### config.mk
export PLATFORM = sky130hd
export DESIGN_NAME = sram_ctrl_flat
export DESIGN_NICKNAME = d
export VERILOG_FILES = /design/src/rtl/sram_ctrl_if.sv /design/src/rtl/sram_ctrl.sv /design/src/flat_wrapper.sv
export SDC_FILE = /design/constraint.sdc
export NUM_CORES = 1
export LEC_CHECK = 0
export ABC_AREA = 1
export BUFFER_PORTS_ARGS = -buffer_cell sky130_fd_sc_hd__buf_2
export CAP_MARGIN = 25
export CORE_MARGIN = 2
export CORE_UTILIZATION = 52
export CTS_BUF_LIST = sky130_fd_sc_hd__clkbuf_4 sky130_fd_sc_hd__clkbuf_8
export DETAILED_ROUTE_END_ITERATION = 8
export GPL_TIMING_DRIVEN = 0
export PLACE_DENSITY = 0.89
export SLEW_MARGIN = 20
export SYNTH_ARGS = -nofsm -noshare
export SYNTH_HDL_FRONTEND = slang
export SYNTH_SLANG_ARGS = --single-unit
### constraint.sdc
create_clock -name clk -period 2.9 [get_ports clk]
set_clock_uncertainty 0.2 [all_clocks]
set_input_delay 0.725 -clock clk [delete_from_list [all_inputs] [get_ports clk]]
set_output_delay 0.725 -clock clk [all_outputs]
set_load 0.1 [all_outputs]
### src/rtl/sram_ctrl_if.sv
// CPU-side load/store handshake and 16-bit asynchronous SRAM pins for sram_ctrl.
// The slave modport is the controller's view; the master modport is the
// CPU pipeline plus SRAM device that surround it.
interface sram_ctrl_if;
    logic        rd_en;
    logic        wr_en;
    logic [31:0] address;
    logic [31:0] write_data;
    logic [31:0] read_data;
    logic        ready;
    logic [17:0] sram_addr;
    logic [15:0] sram_dq_out;
    logic        sram_dq_oe;
    logic [15:0] sram_dq_in;
    logic        sram_we_n;

    modport slave (
        input  rd_en, wr_en, address, write_data, sram_dq_in,
        output read_data, ready, sram_addr, sram_dq_out, sram_dq_oe, sram_we_n
    );

    modport master (
        output rd_en, wr_en, address, write_data, sram_dq_in,
        input  read_data, ready, sram_addr, sram_dq_out, sram_dq_oe, sram_we_n
    );
endinterface

### src/rtl/sram_ctrl.sv
// Splits one 32-bit CPU load/store into two timed 16-bit SRAM half-accesses
// (low half, then high half) and stalls the pipeline via ready until done.
module sram_ctrl #(
    parameter int unsigned WAIT_CYCLES = 2,
    parameter logic [31:0] BASE_ADDR   = 32'd1024
) (
    input  logic       clk,
    input  logic       rst,
    sram_ctrl_if.slave bus
);

    typedef enum logic [1:0] {IDLE, LOW, HIGH, DONE} state_e;

    // Counter value on the final cycle of a LOW or HIGH phase.
    localparam logic [3:0] LAST_CNT = 4'(WAIT_CYCLES - 1);

    state_e      state_q, state_d;
    logic [3:0]  cnt_q, cnt_d;
    logic [31:0] addr_q, addr_d;
    logic [31:0] wdata_q, wdata_d;
    logic        is_wr_q, is_wr_d;
    logic [31:0] read_data_q, read_data_d;
    logic [17:0] sram_addr_q, sram_addr_d;
    logic [15:0] dq_out_q, dq_out_d;
    logic        we_n_q, we_n_d;
    logic        oe_q, oe_d;
    logic [31:0] offset_d;
    logic        req;
    logic        unused_offset_bits;

    assign req = bus.rd_en | bus.wr_en;

    // Only bits [18:2] of the rebased address reach the 17-bit word index.
    assign unused_offset_bits = ^{offset_d[31:19], offset_d[1:0]};

    // Sequencing: accept a request in IDLE, time each half, capture read halves.
    always_comb begin
        // NOTE: every signal written here gets a default first, so no path
        // leaves one unassigned and no latch is inferred.
        state_d     = state_q;
        cnt_d       = cnt_q + 4'd1;
        addr_d      = addr_q;
        wdata_d     = wdata_q;
        is_wr_d     = is_wr_q;
        read_data_d = read_data_q;
        case (state_q)
            IDLE: begin
                cnt_d = '0;
                if (req) begin
                    // A store wins when both enables are high.
                    addr_d  = bus.address;
                    wdata_d = bus.write_data;
                    is_wr_d = bus.wr_en;
                    state_d = LOW;
                end
            end
            LOW: begin
                if (cnt_q == LAST_CNT) begin
                    cnt_d   = '0;
                    state_d = HIGH;
                    if (!is_wr_q) read_data_d[15:0] = bus.sram_dq_in;
                end
            end
            HIGH: begin
                if (cnt_q == LAST_CNT) begin
                    cnt_d   = '0;
                    state_d = DONE;
                    if (!is_wr_q) read_data_d[31:16] = bus.sram_dq_in;
                end
            end
            default: begin
                // DONE lasts one cycle and never restarts the same request.
                cnt_d   = '0;
                state_d = IDLE;
            end
        endcase
    end

    // SRAM pin values for the state being entered, so pins change only on edges.
    always_comb begin
        offset_d    = addr_d - BASE_ADDR;
        sram_addr_d = '0;
        dq_out_d    = '0;
        we_n_d      = 1'b1;
        oe_d        = 1'b0;
        case (state_d)
            LOW: begin
                sram_addr_d = {offset_d[18:2], 1'b0};
                if (is_wr_d) begin
                    we_n_d   = 1'b0;
                    oe_d     = 1'b1;
                    dq_out_d = wdata_d[15:0];
                end
            end
            HIGH: begin
                sram_addr_d = {offset_d[18:2], 1'b1};
                if (is_wr_d) begin
                    we_n_d   = 1'b0;
                    oe_d     = 1'b1;
                    dq_out_d = wdata_d[31:16];
                end
            end
            default: ;
        endcase
    end

    // State and pin registers; reset aborts any access in flight.
    always_ff @(posedge clk) begin
        // NOTE: non-blocking assignments here so every flop samples the
        // pre-edge values, independent of statement order.
        if (rst) begin
            state_q     <= IDLE;
            cnt_q       <= '0;
            addr_q      <= '0;
            wdata_q     <= '0;
            is_wr_q     <= 1'b0;
            read_data_q <= '0;
            sram_addr_q <= '0;
            dq_out_q    <= '0;
            we_n_q      <= 1'b1;
            oe_q        <= 1'b0;
        end else begin
            state_q     <= state_d;
            cnt_q       <= cnt_d;
            addr_q      <= addr_d;
            wdata_q     <= wdata_d;
            is_wr_q     <= is_wr_d;
            read_data_q <= read_data_d;
            sram_addr_q <= sram_addr_d;
            dq_out_q    <= dq_out_d;
            we_n_q      <= we_n_d;
            oe_q        <= oe_d;
        end
    end

    assign bus.ready       = ~req | (state_q == DONE);
    assign bus.read_data   = read_data_q;
    assign bus.sram_addr   = sram_addr_q;
    assign bus.sram_dq_out = dq_out_q;
    assign bus.sram_we_n   = we_n_q;
    assign bus.sram_dq_oe  = oe_q;

endmodule
### src/flat_wrapper.sv
// flat-port wrapper written by rule: the top's interface ports become plain ports
module sram_ctrl_flat 
#(
    parameter int unsigned WAIT_CYCLES = 2,
    parameter logic [31:0] BASE_ADDR   = 32'd1024
)
  (clk, rst, bus_rd_en, bus_wr_en, bus_address, bus_write_data, bus_sram_dq_in, bus_read_data, bus_ready, bus_sram_addr, bus_sram_dq_out, bus_sram_dq_oe, bus_sram_we_n);
  sram_ctrl_if bus_i ();
  input  logic clk;
  input  logic rst;
  input wire logic [$bits(bus_i.rd_en)-1:0] bus_rd_en;
  input wire logic [$bits(bus_i.wr_en)-1:0] bus_wr_en;
  input wire logic [$bits(bus_i.address)-1:0] bus_address;
  input wire logic [$bits(bus_i.write_data)-1:0] bus_write_data;
  input wire logic [$bits(bus_i.sram_dq_in)-1:0] bus_sram_dq_in;
  output wire logic [$bits(bus_i.read_data)-1:0] bus_read_data;
  output wire logic [$bits(bus_i.ready)-1:0] bus_ready;
  output wire logic [$bits(bus_i.sram_addr)-1:0] bus_sram_addr;
  output wire logic [$bits(bus_i.sram_dq_out)-1:0] bus_sram_dq_out;
  output wire logic [$bits(bus_i.sram_dq_oe)-1:0] bus_sram_dq_oe;
  output wire logic [$bits(bus_i.sram_we_n)-1:0] bus_sram_we_n;
  assign bus_i.rd_en = bus_rd_en;
  assign bus_i.wr_en = bus_wr_en;
  assign bus_i.address = bus_address;
  assign bus_i.write_data = bus_write_data;
  assign bus_i.sram_dq_in = bus_sram_dq_in;
  assign bus_read_data = bus_i.read_data;
  assign bus_ready = bus_i.ready;
  assign bus_sram_addr = bus_i.sram_addr;
  assign bus_sram_dq_out = bus_i.sram_dq_out;
  assign bus_sram_dq_oe = bus_i.sram_dq_oe;
  assign bus_sram_we_n = bus_i.sram_we_n;
  sram_ctrl #(.WAIT_CYCLES(WAIT_CYCLES), .BASE_ADDR(BASE_ADDR)) u_core (.clk(clk), .rst(rst), .bus(bus_i));
endmodule
-- Yosys cells after proc, flatten, opt, wreduce, memory -nomap -nowiden
Index checks and enable logic that the tools add are counted.
- logic and storage cells: 48
- bits in registers: 139
- equality and inequality tests: 6
- $add $sub $neg: 2
- bitwise gates (word level): 6
- multiplexer cells: 16
- reduce and logical (&&, ||, !) cells: 7
- operator list (cell ; number):
    $mux W32 ; 4
    $pmux W18 S2 ; 1
    $mux W16 ; 2
    $pmux W16 S2 ; 1
    $sub A19 B11 Y19 const B ; 1
    $eq A2 B2 Y1 const B ; 3
    $mux W2 ; 3
    $pmux W2 S3 ; 1
    $reduce_and A3 Y1 ; 2
    $reduce_or A2 Y1 ; 3
    $add A4 B1 Y4 const B ; 1
    $eq A2 B1 Y1 const B ; 2
    $eq A4 B1 Y1 const B ; 1
    $mux W1 ; 4
    $not A1 Y1 ; 4
    $reduce_or A3 Y1 ; 1
    $logic_not A2 Y1 ; 1
    $or A1 B1 Y1 ; 2

-- Logic depth before layout (Yosys ltp)
- depth in word-level cells: 7
- gate-level depth with buffers: 16
- mapped depth without buffers: 16

-- Worst setup path after synthesis
No wires, ideal clock.
- path type: in2reg
- from: input bus_wr_en
- to: register u_core.sram_addr_q[11] (netlist: u_core.bus.sram_addr[11])
- arrival: 2.263 ns
- required time: 2.630 ns
- stages: 11
- path slack: 0.368 ns
- cells stage by stage: nor2_2 -> a21oi_1 -> o211ai_1 -> nand2_1 -> inv_1 -> ha_1 -> a21oi_1 -> inv_2 -> nor2_1 -> inv_1 -> a21oi_1
- word-level cells in the longest chain between the ends: 5
- elaborated cells between the ends (all ways): 9
- RTL lines (item ; RTL line ; text):
    from (decl) ; flat_wrapper.sv:12 ; input wire logic [$bits(bus_i.wr_en)-1:0] bus_wr_en;
    $or A1 B1 Y1 * ; sram_ctrl.sv:31 ; assign req = bus.rd_en | bus.wr_en;
    $mux W2 * ; sram_ctrl.sv:49 ; if (req) begin
    $pmux W2 S3 * ; sram_ctrl.sv:46 ; case (state_q)
    named net u_core.state_d[1] ; sram_ctrl.sv:17 ; state_e state_q, state_d;
    $eq A2 B2 Y1 or $eq A2 B1 Y1 (tied branches) ; sram_ctrl.sv:86 ; case (state_d)
    $pmux W18 S2 * ; sram_ctrl.sv:86 ;
    to (signal assigned) ; sram_ctrl.sv:129 ; sram_addr_q <= sram_addr_d;
    to (decl) ; sram_ctrl.sv:23 ; logic [17:0] sram_addr_q, sram_addr_d;
Mark *: on every way through the listed nets, which the timed path passes. The rest lies on a longest branch.
A chain may end at the register's enable or synchronous reset.

-- Final worst setup path
- from: register u_core.cnt_q[0]
- to: register u_core.dq_out_q[5] (netlist: u_core.bus.sram_dq_out[5])
- word-level cells in the longest chain between the ends: 5
- elaborated cells between the ends (all ways): 7
- RTL lines (item ; RTL line ; text):
    from (decl) ; sram_ctrl.sv:18 ; logic [3:0] cnt_q, cnt_d;
    from (signal assigned) ; sram_ctrl.sv:124 ; cnt_q <= cnt_d;
    $eq A4 B1 Y1 * ; sram_ctrl.sv:58, sram_ctrl.sv:65 ;
    $mux W2 (on tied branches) ; sram_ctrl.sv:65, sram_ctrl.sv:58 ;
    $pmux W2 S3 * ; sram_ctrl.sv:46 ;
    named net u_core.state_d[0] ; sram_ctrl.sv:17 ;
    $eq A2 B2 Y1 or $eq A2 B1 Y1 (tied branches) ; sram_ctrl.sv:86 ;
    $pmux W16 S2 * ; sram_ctrl.sv:86 ;
    to (signal assigned) ; sram_ctrl.sv:130 ; dq_out_q <= dq_out_d;
    to (decl) ; sram_ctrl.sv:24 ; logic [15:0] dq_out_q, dq_out_d;
Marks and branches as above.

==> out/results.txt <==
Dpl cell area: 5590 µm²
Startpoint Class: register
Synth unique cells: 33
Nets@finish: 861
Count leader, synth: nor2_1
Vias/cell: 5.05
Area Growth Syn to Fin: 24.9%
CTS tree: yes
DR WL/cell: 13.4 µm
Number of clock sinks: 124
CP arrival: 2800 ps
Leak: 3.06 nW
Share of cells above drive strength 1: 27.2%
Maximum vdd drop: 0.427 mV
CP Data Required Time: 3020 ps
GP Congestion: 0.878
Row cnt: 34
Reg2Reg Depth: 14
Final HPWL DP: 8.67 mm
Async SR Flop Fraction: 0%
Max Freq: 0.372 GHz
Synthesized cell area: 4770 µm²
Sequential fraction of the synthesis area: 52.0%
Hold Crit Start: u_core.cnt_q[0]
Crit path capture type: register
First-pass DRT Iterations: 6
Mean post-synth cell area: 7.80 µm²
CTS max path bufs: 2
Syn_nets: 706
Top area cells in the synthesized netlist: dfxtp_1 52%, nor2_1 12%, o21ai_0 7.0%
H-tree lvl count: 4
Yosys reg bits: 124
Setup violators final: 0
Antenna-violating nets left: 0
Hold endpoint: u_core.cnt_q[0]
Antenna Cells: 0
DRC: 0
Vias in the first global route: 4372
Worst reg2reg setup slack: 210 ps
Post-synth top cells: 155 x nor2_1, 124 x dfxtp_1, 81 x inv_1
Core box area: 8810 µm²
Largest net degree at the start of global routing: 17
Top Ports: 153
Initial antenna violation count: 0
Initial core utilization: 54.2%
Total vias in the final route: 4482
Starting DRT DRC Count: 211
R2r startpoint: u_core.cnt_q[0]
DIE WIDTH: 99.8 µm
Final worst-path cycle share: 92.6%
Fin Hold WS: 274 ps
Hold Fails Final Rpt: 0
Setup TNS: 0 ps
Fin crit period: 2690 ps
Placed cells: 856
Outcome: finished clean
PD cells: 898 nW/µm²
Slew Limit Fails: 0
Util after Layout: 67.7%
Pre-CTS setup slack: -91.1 ps
Worst setup margin: 214 ps
Post-layout power: 5.35 mW
Crit-path max FO: 10
Relative slew slack: 65.0%
WS Path Type: register to register
Critical R2R Capture: u_core.bus.sram_dq_out[5]
First-pass GRT wire length: 19.5 mm
Die area: 9960 µm²
RSZ-0062 raised after global routing: no
Worst-Margin Slew: 525 ps
Final wirelength: 11.9 mm
Yosys warning count: 0
Design area: 5960 µm²
Port Buffers: 136
Total CTS buffers: 17
Yosys top cell area share: 52.0%
Skew-Pair Late Insertion Delay: 430 ps
Finished Layout Cells: 888
Ys flop type: dfxtp_1
Layout fillers: 692
Post-synth EDFFs: 0
Worst hold-check path type: register to register
Overall routing resource usage: 24.4%
Clock tree root buffer cell: clkbuf_8
Max Cap Violations: 0
Die Y: 99.8 µm
Clock slew at reported path FFs: 70 ps
Hold Path Stages: 1
Area leader, netlist: dfxtp_1
Grt ovf: 0
Mapped Cells: 612
flip-flops by register name, summed over array words and instances, names as in the netlist:
register,cells
u_core.state_q,2
u_core.bus.sram_dq_out,16
u_core.addr_q,17
u_core.bus.sram_we_n,1
u_core.bus.sram_addr,18
u_core.is_wr_q,1
u_core.bus.read_data,32
u_core.cnt_q,4
u_core.bus.sram_dq_oe,1
u_core.wdata_q,32
kinds of logic after synthesis:
family          after synthesis  synth area share (%)
simple gates                261                  23.2
fa+ha+maj                    10                  2.62
flops                       124                  52.0
compound gates               97                  11.0
mux                           4                 0.839
buf+inv                     114                  9.91
xor+xnor                      2                 0.367
worst max-delay path, stage by stage, from the launching register on:
cell	delay, ps
dfxtp_1	390
ha_1	170
nand2_1	60
nor2_2	150
inv_1	90
a21oi_1	120
o21ai_0	90
nand2_1	150
inv_1	60
ha_1	200
inv_2	130
clkbuf_1	440
o22ai_1	180
inv_1	90
nor2_1	40
metal layers:
metal  routed length [µm]  vias to the layer above  track usage (%)
met5                    0                        -                0
met4                  342                        0             10.7
met3                  769                       36             4.87
met2                 5900                      182             44.0
met1                 4920                     2061             28.1
li1                     -                     2203                -
worst max path at each step:
stage / startpoint / end / cells after the start / slack, ps
floorplan: bus_wr_en / u_core.bus.sram_addr[11] / 11 / 370
global placement: bus_wr_en / u_core.bus.sram_addr[11] / 13 / -10
detailed placement: bus_wr_en / u_core.bus.sram_addr[11] / 13 / -90
CTS: u_core.state_q[0] / u_core.bus.sram_addr[11] / 13 / 140
global route: u_core.cnt_q[0] / u_core.bus.sram_dq_out[13] / 14 / 20
finish: u_core.cnt_q[0] / u_core.bus.sram_dq_out[5] / 14 / 210
cell usage in the layout, fill, tap and decap left out, types with 2 or more instances in the layout:
cell type and count:
o22ai_1 16, clkinv_2 5, inv_1 81, buf_2 145, nand2_1 65, clkbuf_8 19, buf_6 4, nand2_4 2
nand3b_1 3, mux2i_1 4, nor2_2 4, a21oi_1 9, clkbuf_4 2, nor2_4 2, dfxtp_1 124, clkinvlp_4 3
inv_2 6, nand2_2 11, nor2_1 154, nor3_1 8, clkbuf_1 12, ha_1 10, o21ai_0 67, nor4_1 4
nand3_1 5, clkinv_4 2
area by class of cell:
type | instances | area [µm²] | share of cell area, %
Sequential cell | 124 | 2480 | 41.6
Multi-Input combinational cell | 374 | 1820 | 30.5
Tap cell | 108 | 135 | 2.27
Timing Repair Buffer | 136 | 681 | 11.4
Clock inverter | 11 | 95.1 | 1.60
Clock buffer | 21 | 277 | 4.64
Buffer | 27 | 146 | 2.46
Inverter | 87 | 327 | 5.48
where the power goes:
part	internal [mW]	leakage [nW]	switching (mW)
combinational	0.440	1.86	1.50
sequential	1.93	1.02	0.0737
clock	0.735	0.188	0.669
what timing repair did:
item	CTS	global route
buffers inserted	0	0
hold buffers	0	0
gates resized for setup	0	1
setup endpoints to repair	0	3
Note: power is estimated with default switching activity, not from simulation.
